$ cat src/rtl/fetch_pkg.sv
// Shared types and constants for the instruction fetch front end.
package fetch_pkg;

    localparam int              WIDTH    = 32;
    localparam logic [31:0]     PC_STEP  = 32'd4;
    localparam logic [31:0]     RESET_PC = 32'h0000_0000;

    // One buffered instruction together with the address it was fetched from.
    typedef struct packed {
        logic [WIDTH-1:0] pc;
        logic [WIDTH-1:0] inst;
    } fetch_entry_t;

endpackage

$ cat src/rtl/fetch_fifo.sv
// Small synchronous FIFO with a single-cycle flush; used for both the
// in-flight address queue and the prefetch data queue of fetch_unit.
// Pushes into a full queue and pops from an empty one are ignored.
module fetch_fifo #(
    parameter int W     = 32,
    parameter int DEPTH = 2
) (
    input  logic                       clk,
    input  logic                       reset,
    input  logic                       flush_i,
    input  logic                       push_i,
    input  logic [W-1:0]               push_data_i,
    input  logic                       pop_i,
    output logic [W-1:0]               head_o,
    output logic [$clog2(DEPTH+1)-1:0] count_o
);
    import fetch_pkg::*;

    localparam int AW = $clog2(DEPTH);
    localparam int CW = $clog2(DEPTH + 1);

    logic [W-1:0]  mem_q [DEPTH];
    logic [AW-1:0] wr_ptr_q;
    logic [AW-1:0] rd_ptr_q;
    logic [CW-1:0] count_q;
    logic          push_ok_s;
    logic          pop_ok_s;

    assign push_ok_s = push_i & (count_q != CW'(DEPTH));
    assign pop_ok_s  = pop_i & (count_q != {CW{1'b0}});
    assign head_o    = mem_q[rd_ptr_q];
    assign count_o   = count_q;

    // Storage, pointers and occupancy; flush empties the queue but keeps storage.
    always_ff @(posedge clk or negedge reset) begin
        if (!reset) begin
            wr_ptr_q <= {AW{1'b0}};
            rd_ptr_q <= {AW{1'b0}};
            count_q  <= {CW{1'b0}};
            for (int i = 0; i < DEPTH; i++) begin
                mem_q[i] <= {W{1'b0}};
            end
        end else if (flush_i) begin
            wr_ptr_q <= {AW{1'b0}};
            rd_ptr_q <= {AW{1'b0}};
            count_q  <= {CW{1'b0}};
        end else begin
            if (push_ok_s) begin
                mem_q[wr_ptr_q] <= push_data_i;
                wr_ptr_q        <= wr_ptr_q + AW'(1);
            end
            if (pop_ok_s) begin
                rd_ptr_q <= rd_ptr_q + AW'(1);
            end
            count_q <= count_q + CW'(push_ok_s) - CW'(pop_ok_s);
        end
    end

endmodule

$ cat src/rtl/fetch_unit_chk.sv
// Protocol checker for fetch_unit: memory must never return a word
// while no request is outstanding.
module fetch_unit_chk (
    input logic clk,
    input logic reset,
    input logic resp_valid_i,
    input logic idle_i
);

    a_resp_needs_outstanding: assert property (
        @(posedge clk) disable iff (!reset) !(resp_valid_i && idle_i)
    );

endmodule

$ cat src/rtl/fetch_unit.sv
// Instruction fetch front end: owns the fetch PC, issues word requests to
// instruction memory under a credit limit, buffers returned words with their
// PCs and hands them to decode. A redirect restarts fetch at a new target and
// marks every request still in flight as one to be discarded on return.
module fetch_unit #(
    parameter int               WIDTH    = fetch_pkg::WIDTH,
    parameter int               DEPTH    = 2,
    parameter logic [WIDTH-1:0] RESET_PC = fetch_pkg::RESET_PC
) (
    input  logic             clk,
    input  logic             reset,
    input  logic             redirect,
    input  logic [WIDTH-1:0] redirect_pc,
    output logic             imem_req_valid,
    output logic [WIDTH-1:0] imem_req_addr,
    input  logic             imem_req_ready,
    input  logic             imem_resp_valid,
    input  logic [WIDTH-1:0] imem_resp_data,
    output logic             inst_valid,
    input  logic             inst_ready,
    output logic [WIDTH-1:0] inst,
    output logic [WIDTH-1:0] inst_pc
);
    import fetch_pkg::*;

    localparam int CW = $clog2(DEPTH + 1);

    logic [WIDTH-1:0] fetch_pc_q, fetch_pc_d;
    logic [CW-1:0]    outstanding_q, outstanding_d;
    logic [CW-1:0]    drop_q, drop_d;
    logic [CW-1:0]    aq_count_s, dq_count_s;
    logic [CW:0]      credit_used_s;
    logic [WIDTH-1:0] aq_head_s;
    logic [WIDTH-1:0] redirect_aligned_s;
    fetch_entry_t     dq_push_s, dq_head_s;
    logic             accept_s, resp_any_s, resp_live_s, resp_drop_s, consume_s;
    logic             outs_idle_s;

    // Live requests plus buffered words must leave room in the data queue.
    assign credit_used_s  = {1'b0, outstanding_q} - {1'b0, drop_q} + {1'b0, dq_count_s};
    assign imem_req_valid = credit_used_s < (CW+1)'(DEPTH);
    assign imem_req_addr  = fetch_pc_q;

    assign accept_s    = imem_req_valid & imem_req_ready;
    assign outs_idle_s = (outstanding_q == {CW{1'b0}});
    assign resp_any_s  = imem_resp_valid & ~outs_idle_s;
    assign resp_drop_s = resp_any_s & (drop_q != {CW{1'b0}});
    assign resp_live_s = resp_any_s & (drop_q == {CW{1'b0}}) & (aq_count_s != {CW{1'b0}});

    assign inst_valid = (dq_count_s != {CW{1'b0}});
    assign consume_s  = inst_valid & inst_ready;
    assign inst       = dq_head_s.inst;
    assign inst_pc    = dq_head_s.pc;

    assign redirect_aligned_s = redirect_pc & ~{{(WIDTH-2){1'b0}}, 2'b11};
    assign dq_push_s          = '{pc: aq_head_s, inst: imem_resp_data};

    // Next fetch PC, in-flight count and discard count; redirect overrides all.
    always_comb begin
        fetch_pc_d    = fetch_pc_q;
        drop_d        = drop_q;
        outstanding_d = outstanding_q + CW'(accept_s) - CW'(resp_any_s);
        if (redirect) begin
            fetch_pc_d = redirect_aligned_s;
            drop_d     = outstanding_d;
        end else begin
            if (accept_s) begin
                fetch_pc_d = fetch_pc_q + WIDTH'(PC_STEP);
            end else begin
                fetch_pc_d = fetch_pc_q;
            end
            if (resp_drop_s) begin
                drop_d = drop_q - CW'(1);
            end else begin
                drop_d = drop_q;
            end
        end
    end

    // Fetch PC and counter registers.
    always_ff @(posedge clk or negedge reset) begin
        if (!reset) begin
            fetch_pc_q    <= RESET_PC;
            outstanding_q <= {CW{1'b0}};
            drop_q        <= {CW{1'b0}};
        end else begin
            fetch_pc_q    <= fetch_pc_d;
            outstanding_q <= outstanding_d;
            drop_q        <= drop_d;
        end
    end

    // PCs of requests whose responses will be kept, in issue order.
    fetch_fifo #(.W(WIDTH), .DEPTH(DEPTH)) u_addr_q (
        .clk         (clk),
        .reset       (reset),
        .flush_i     (redirect),
        .push_i      (accept_s),
        .push_data_i (fetch_pc_q),
        .pop_i       (resp_live_s),
        .head_o      (aq_head_s),
        .count_o     (aq_count_s)
    );

    // Returned instructions waiting for decode.
    fetch_fifo #(.W($bits(fetch_entry_t)), .DEPTH(DEPTH)) u_data_q (
        .clk         (clk),
        .reset       (reset),
        .flush_i     (redirect),
        .push_i      (resp_live_s),
        .push_data_i (dq_push_s),
        .pop_i       (consume_s),
        .head_o      (dq_head_s),
        .count_o     (dq_count_s)
    );

    fetch_unit_chk u_chk (
        .clk          (clk),
        .reset        (reset),
        .resp_valid_i (imem_resp_valid),
        .idle_i       (outs_idle_s)
    );

endmodule
$ cat config.mk
export PLATFORM = sky130hd
export DESIGN_NAME = fetch_unit
export DESIGN_NICKNAME = d
export VERILOG_FILES = /design/src/rtl/fetch_pkg.sv /design/src/rtl/fetch_fifo.sv /design/src/rtl/fetch_unit_chk.sv /design/src/rtl/fetch_unit.sv
export SDC_FILE = /design/constraint.sdc
export NUM_CORES = 1
export LEC_CHECK = 0
export BUFFER_PORTS_ARGS = -buffer_cell sky130_fd_sc_hd__buf_4
export CAP_MARGIN = 0
export CORE_MARGIN = 10
export CORE_UTILIZATION = 28
export DETAILED_ROUTE_END_ITERATION = 6
export HOLD_SLACK_MARGIN = 0.12
export PLACE_DENSITY = 0.57
export SYNTH_ARGS = -nofsm -noshare
export SYNTH_HDL_FRONTEND = slang
export SYNTH_HIERARCHICAL = 1
export SYNTH_SLANG_ARGS = --single-unit
$ cat constraint.sdc
create_clock -name clk -period 3.1 [get_ports clk]
set_input_delay 0.31 -clock clk [delete_from_list [all_inputs] [get_ports clk]]
set_output_delay 0.31 -clock clk [all_outputs]
set_load 0.05 [all_outputs]
* After elaboration in Yosys (flattened, before gate mapping)
Cells that the tools add are included.
Operators by class: multiplexer cells 26, bitwise operators 16, eq/ne operators 2, add/subtract/negate cells 14, reduce and logical (&&, ||, !) cells 15, magnitude comparators 7
Operators with widths (count):
- $mux 64 | 4
- $mux 32 | 6
- $bwmux 128 | 1
- $bwmux 64 | 1
- $demux 64 s1 | 1
- $add 32x3->32 const B | 1
- $demux 32 s1 | 1
- $reduce_bool 2->1 | 9
- $and 1x1->1 | 10
- $ge 2x2->1 const B | 4
- $mux 1 | 8
- $mux 2 | 4
- $not 1->2 | 4
- $add 2x1->2 | 3
- $sub 2x1->2 | 3
- $add 1x1->1 const B | 4
- $logic_not 2->1 | 2
- $lt 2x1->1 const B | 2
- $ne 2x2->1 const B | 2
- $reduce_and 2->1 | 2
- $add 3x2->3 | 1
- $lt 3x2->1 const B | 1
- $sub 2x2->3 | 1
- $logic_and 1x1->1 | 2
- 2 further kinds | 3
Storage, ports and cells: input bits 70, output and inout port bits 98, flip-flop bits (word level) 236, logic and storage cells 93

* Longest topological paths before layout
Gate-level depths: netlist (run 1).
word-level depth 9, gate-level depth with buffers 15, mapped depth without buffers 15

* Hierarchy
Netlist (run 1), hierarchy kept.
By module, submodules not included:
- fetch_fifo (u_data_q) | seq. area each 3303.2 sq um, times used 1, cells an instance 364, area an instance 5776.8 sq um
- fetch_fifo (u_addr_q) | seq. area each 1701.6 sq um, times used 1, cells an instance 194, area an instance 2995.4 sq um
- fetch_unit | seq. area each 850.8 sq um, times used 1, cells an instance 242, area an instance 2124.5 sq um

* Worst setup path before layout (run 1)
No wires, ideal clock.
kind register to register, from register outstanding_q[1], to register u_addr_q/mem_q[40] (netlist bit), cell stages (with the launch flop) 12, path slack -0.387 ns, library setup time 0.125 ns, clock period less this slack 3.487 ns, data required time 2.975 ns, arrival time 3.362 ns, cells stage by stage dfrtp_1 -> fa_1 -> inv_1 -> fa_1 -> xnor2_1 -> and2_1 -> nand2_1 -> inv_1 -> inv_1 -> nor4_4 -> buf_6 -> mux2_2
On the way: cells in the longest elaborated chain, start to end 6
RTL lines:
- from (decl) | line fetch_unit.sv:29 | logic [CW-1:0] outstanding_q, outstanding_d;
- from (signal assigned) | line fetch_unit.sv:84 | outstanding_q <= {CW{1'b0}};
- from (signal assigned) | line fetch_unit.sv:88 | outstanding_q <= outstanding_d;
- $sub 2x2->3 | line fetch_unit.sv:40 | assign credit_used_s = {1'b0, outstanding_q} - {1'b0, drop_q} + {1'b0, dq_count_s};
- $add 3x2->3 | line fetch_unit.sv:40
- $lt 3x2->1 | line fetch_unit.sv:41 | assign imem_req_valid = credit_used_s < (CW+1)'(DEPTH);
- named net imem_req_valid | line fetch_unit.sv:14 | output logic imem_req_valid,
- $and 1x1->1 | line fetch_unit.sv:44 | assign accept_s = imem_req_valid & imem_req_ready;
- named net accept_s | line fetch_unit.sv:36 | logic accept_s, resp_any_s, resp_live_s, resp_drop_s, consume_s;
- $and 1x1->1 | line fetch_fifo.sv:29 | assign push_ok_s = push_i & (count_q != CW'(DEPTH));
- $reduce_and 2->1 (no source line)
- to (signal, indexed assignment) | line fetch_fifo.sv:41 | mem_q[i] <= {W{1'b0}};
- to (signal, indexed assignment) | line fetch_fifo.sv:49 | mem_q[wr_ptr_q] <= push_data_i;
- to (decl) | line fetch_fifo.sv:22 | logic [W-1:0] mem_q [DEPTH];
The timed path passes the listed nets, and every way through them passes these cells. A chain may end at the register's enable or synchronous reset.

* Worst setup path after layout (run 1)
from register outstanding_q[1], to register u_addr_q/mem_q[59] (netlist bit)
On the way: cells in the longest elaborated chain, start to end 6
RTL lines (line):
- $sub 2x2->3 | fetch_unit.sv:40
- $add 3x2->3 | fetch_unit.sv:40
- $lt 3x2->1 | fetch_unit.sv:41
- $and 1x1->1 | fetch_unit.sv:44
- named net accept_s | fetch_unit.sv:36
- $and 1x1->1 | fetch_fifo.sv:29
- $reduce_and 2->1 (no source line)
The timed path passes the listed nets, and every way through them passes these cells.

==> run metrics, run 1 <==
status complete, no violations; CP Class flop to flop; flops & latches, synth 234; initial antenna violation count 0; Core ar. 38600 sq um; WL/cell 18.0 um; clock-pin slew on the worst setup and hold paths 0.06 ns; chip width 217 um; largest family of logic cells by synthesized area multiplexers; count leader, synth mux2_2; vias 7273; Routed WL 28.6 mm; relative slew slack 33.3%; die height 217 um; max-slew violations 0; post-synth top area share 53.7%; CTS tree yes; register area 5860 sq um; Pwr Total 11.9 mW; largest net degree at the start of global routing 93; pwr dens 827 nW/um^2; CTS root buf clkbuf_16; worst vdd ir 396 uV; first-pass GRT wire length 45.6 mm; Comb power frac 38.7%; Cell Rows 72; post-synthesis xor/xnor area fraction 1.45%; synth top area cells dfrtp_1, mux2_2, mux2_4, or4_1, xnor2_1; global route total overflow 0; initial DRC count 289; Netlist cell types 44; share of layout cells above drive strength 1 50.3%; Post-synth ARST share 100%; H-Tree Depth 1; Critical Path AT 3.35 ns; Clock Latency Late Sink 0.54 ns; Final Core Density 37.4%; Setup Viol. Count Final 0; Top FF cell, synth dfrtp_1; Mapped Cells 800; min Tclk post-route 2.93 ns; syn avg cell area 13.6 sq um; leading area contributor after synthesis dfrtp_1; I/O pin cnt 168; Detailed Place HPWL 19.2 mm; drt pass-1 iters 4; final net count 1131; maximum root-to-sink buffer count 3; Max-Cap Viols 0; period utilization 94.4%; FILL cells 3797; Setup crit end kind flop; clk_skew 0.0201 ns; Multi-input gate area 4740 sq um; Int Power 7.64 mW; clk sinks 234; Critical Path RT 3.52 ns; die area 47200 sq um; Max FO, Critical Path 11; Commonest cells post-synth mux2_2, dfrtp_1, nand2_1; mapped cell area 10900 sq um; drt drc 0; Yosys warning total 6; startpoint types flop; input/output buffers 163; vias in the first global route 7839; Starting Density 28.3%; simple-gate portion of the synthesized area 6.74%; mux share of post-synthesis cell area 30.4%; Synth Area in Compound Gates 3.15%; final hold vios 0; Fin Hold WS 0.182 ns; GRT Overall Usage 11.9%; sequential-to-total area share from yosys stat 53.7%; Post-DRT Antenna Nets 0; actual slew at the worst max-slew pin 0.999 ns; n_diodes 0; gp weighted congestion 0.773; EDFF count, synth 0; Leakage 6.78 nW; area grow syn2layout 32.2%; Max Freq 342 MHz; area share of fa/ha/maj cells after synthesis 1.40%; Clock Power Share 25.6%; sequential power share 35.6%; Hold WC Path Type primary input to flop; RSZ-0062 raised after global routing no; vias per inst 4.59; P_sw 4.26 mW; Sw Ratio 35.8%; CTS Buf Count 27; setup TNS 0 ns
worst max-delay path: stages, from the launching register on:
cell     delay [ns]
dfrtp_1        0.40
fa_1           0.53
inv_1          0.05
fa_2           0.54
and2_4         0.15
nand2_2        0.06
inv_2          0.08
inv_1          0.08
nor4_4         0.20
buf_4          0.20
buf_12         0.16
mux2_2         0.34
logic make-up (layout without fill, tap and decap cells):
family,Yosys count,in the layout
mux,291,291
flops,234,234
simple gates,129,129
buf+inv,63,325
compound gates,53,53
xor+xnor,18,18
fa+ha+maj,11,11
other cells,1,6
flip-flops by register name, summed over array words and instances (netlist names):
name               flops
drop_q                 2
imem_req_addr         30
outstanding_q          2
u_addr_q/count_o       2
u_addr_q/mem_q        64
u_addr_q/rd_ptr_q      1
u_addr_q/wr_ptr_q      1
u_data_q/count_o       2
u_data_q/mem_q       128
u_data_q/rd_ptr_q      1
u_data_q/wr_ptr_q      1
per-layer routing:
metal,routed length (um),GRT usage (%),share of wire (%)
met5,0,0,0
met4,553,2.80,1.9
met3,1230,2.36,4.3
met2,14000,20.4,49
met1,12900,15.1,45
per-stage QoR:
stage	instances	setup slack [ns]	instance area [sq um]
after floorplan	805	0.0127	10900
after global placement	1474	0.0756	12900
after detailed placement	1474	0.0320	12900
after CTS	1583	0.0169	14300
after global routing	1585	0.0280	14400
final	1585	0.175	14400
power groups by stage:
stage	clock (mW)	sequential, mW	combinational [mW]
CTS	3.16	4.25	4.64
global placement	0	4.27	4.51
floorplan	0	4.31	3.15
global route	3.29	4.37	4.97
detailed placement	0	4.30	4.55
finish	3.05	4.24	4.61
path summary, 6_finish.rpt:
path	start	end	slack (ns)	depth (start not counted)
min in group asynchronous	reset	u_data_q/mem_q[80]	0.42	2
setup / recovery	outstanding_q[1]	u_addr_q/mem_q[59]	0.17	11
hold / removal	redirect	u_addr_q/rd_ptr_q	0.18	2
hold reg to reg	u_addr_q/mem_q[38]	u_addr_q/mem_q[38]	0.48	1
setup reg to reg	outstanding_q[1]	u_addr_q/mem_q[59]	0.17	11
max in group asynchronous	reset	u_addr_q/mem_q[18]	1.81	3
area by class of cell:
type                    instances  share of cell area (%)
multi-input cells             508                    32.9
clock buffers                  42                    5.50
flip-flops and latches        234                    40.7
clock inverters                 4                   0.339
inverters                      17                   0.443
repair buffers                262                    15.6
well taps                     518                    4.50
timing repair:
| item | 4_1_cts | 5_1_grt |
|---|---|---|
| setup endpoints to repair | 0 | 44 |
| gates resized for setup | 0 | 8 |
| setup buffers | 0 | 1 |
| hold endpoints to repair | 179 | 0 |
| hold buffers | 63 | 0 |
cell usage in the layout (no fill, tap or decap), types with 3 or more instances in the layout:
cell type | Yosys | layout
clkbuf_1 | 18 | 9
and2_1 | 4 | 3
ha_1 | 9 | 9
nor4_1 | 5 | 5
or4_1 | 19 | 18
nor3_1 | 3 | 3
xor2_1 | 3 | 3
xnor2_1 | 15 | 15
clkbuf_16 | 0 | 28
mux2_4 | 10 | 10
nand4_1 | 7 | 7
nor2b_1 | 4 | 4
dlygate4sd3_1 | 0 | 63
nand2b_1 | 4 | 4
nand2_1 | 26 | 25
or3_1 | 5 | 3
o21ai_0 | 16 | 16
a31oi_1 | 13 | 13
buf_12 | 0 | 7
o211ai_1 | 4 | 4
inv_1 | 17 | 16
or2_2 | 3 | 3
conb_1 | 1 | 6
o31ai_1 | 12 | 12
nor2_1 | 22 | 22
nand3_1 | 17 | 17
clkbuf_8 | 0 | 6
buf_4 | 2 | 188
mux2_1 | 3 | 3
mux2_2 | 276 | 276
dfrtp_1 | 234 | 232
Power figures use the tool's default switching activity.
==> run 2, diff against run 1 <==
--- a/constraint.sdc
+++ b/constraint.sdc
@@ -3,2 +3,2 @@
 set_output_delay 0.31 -clock clk [all_outputs]
-set_load 0.05 [all_outputs]
+set_load 0.1 [all_outputs]
==> run metrics, run 2 (synthesized netlist as in run 1, its figures left out) <==
grt met2 use 19.7%; RSZ-0062 raised after global routing no; vias in the first global route 7821; Crit path max-delay family adder cells; CP cell instances fa_1 -> inv_1 -> fa_2 -> nand4_1 -> or3_4 -> buf_12 -> or4_1 -> a31oi_1; Critical Path Source outstanding_q[1]; startpoint types flop; Critical Path RT 3.57 ns; final hold vios 0; Hold WC Path Type primary input to flop; Worst Setup Slack, final 0.120 ns; vias per inst 4.57; Max-Cap Viols 0; Worst R2R Start outstanding_q[1]; Starting Density 28.3%; CP Buf/Inv Count 2; worst vdd ir 526 uV; FILL cells 3783; clk sinks 234; design area 14500 sq um; commonest non-fill, non-tap cell in the layout mux2_2; min Tclk post-route 2.98 ns; clock-pin slew on the worst setup and hold paths 0.06 ns; global route total overflow 0; critical hold path startpoint imem_req_ready; Routed WL 28.8 mm; clk_skew 0.0101 ns; pre-CTS WS 0.0180 ns; drt pass-1 iters 4; maximum root-to-sink buffer count 3; share of layout cells above drive strength 1 51.1%; max reg flops 128; period utilization 96.1%; GRT Overall Usage 11.8%; Post-DRT Antenna Nets 0; area grow syn2layout 33.0%; slowest stage delay, CP 0.55 ns; flop2flop setup slack 0.12 ns; DP Area 12800 sq um; vias 7227; r2r worst-path depth 8; relative slew slack 53.4%; actual slew at the worst max-slew pin 0.698 ns; Clock Latency Late Sink 0.55 ns; Setup Viol. Count Final 0; H-Tree Depth 1; initial antenna violation count 0; Detailed Place HPWL 18.8 mm; Hold Path Stages 5; Critical Path AT 3.45 ns; Biggest register u_data_q/mem_q; input/output buffers 163; max-slew violations 0; CTS tree yes; n_diodes 0; gp weighted congestion 0.747; status complete, no violations; GR Layer Usage met1 15.1%; WL/cell 18.2 um; Max Freq 336 MHz; final net count 1126; CP Depth 8; CTS root buf clkbuf_16; largest net degree at the start of global routing 83; first-pass GRT wire length 45.1 mm; die height 217 um; CP Class flop to flop; setup TNS 0 ns; Core ar. 38600 sq um; Pwr Total 13.7 mW; initial DRC count 251; most frequent cells in the layout mux2_2, dfrtp_1, buf_4; drt drc 0; M3 GR Usage 3.19%; CP max-delay cell fa_2; Setup crit end kind flop; I/O pin cnt 168; Max FO, Critical Path 18; busiest layer in global routing met2; Leakage 6.81 nW; die area 47200 sq um; CTS Buf Count 28; pwr dens 947 nW/um^2; Cell Rows 72; r2r endpoint imem_req_addr[29]; Fin Hold WS 0.259 ns; chip width 217 um; Hold EP imem_req_addr[2]
[run 2: cell count changes in the layout (fill, tap and decap cells not counted), moves of 2 or more]
cell	before	now
clkinvlp_4	0	2
clkbuf_16	28	30
clkbuf_1	9	2
bufinv_16	1	3
buf_4	188	182
inv_1	16	14
[run 2: worst min-delay path, stage by stage]
cell and delay, ns:
buf_4 0.11, nand2_2 0.08, inv_4 0.08, xnor2_1 0.11, o21ai_0 0.06
[run 2: area by class of cell]
cell class | count | area (sq um) | share of cell area [%]
flip-flops and latches | 234 | 5860 | 40.4
clock buffers | 38 | 830 | 5.72
clock inverters | 9 | 129 | 0.889
well taps | 518 | 648 | 4.47
inverters | 17 | 66.3 | 0.458
multi-input cells | 508 | 4760 | 32.9
repair buffers | 256 | 2200 | 15.2
[run 2: layer usage]
metal  routed length (um)  part of all wire (%)
met5                    0                     0
met4                  533                   1.8
met3                 1450                   5.0
met2                13700                    48
met1                13100                    46
[run 2: worst max-delay path by stage]
stage	endpoint	slack, ns
floorplan	u_addr_q/mem_q[40]	-0.007
global placement	imem_req_addr[27]	0.05
detailed placement	imem_req_addr[29]	0.02
CTS	imem_req_addr[29]	0.005
global route	drop_q[1]	0.01
finish	imem_req_addr[29]	0.12
[run 2: where the power goes]
group / total (mW) / switching, mW / internal [mW]
logic: 6.08 / 4.07 / 2.01
registers: 4.24 / 0.429 / 3.81
clock network: 3.41 / 1.31 / 2.10
[run 2: through the flow]
step,util (%),instances
after floorplan,-,805
after global placement,33.2,1465
after detailed placement,33.2,1465
after CTS,37.4,1576
after global routing,37.6,1580
final,37.6,1580
[run 2: what timing repair did]
action | CTS | global route
hold buffers | 64 | 0
resized for setup | 0 | 11
endpoints found under the hold margin | 174 | 0
buffers inserted | 0 | 2
endpoints found under the setup margin | 0 | 47
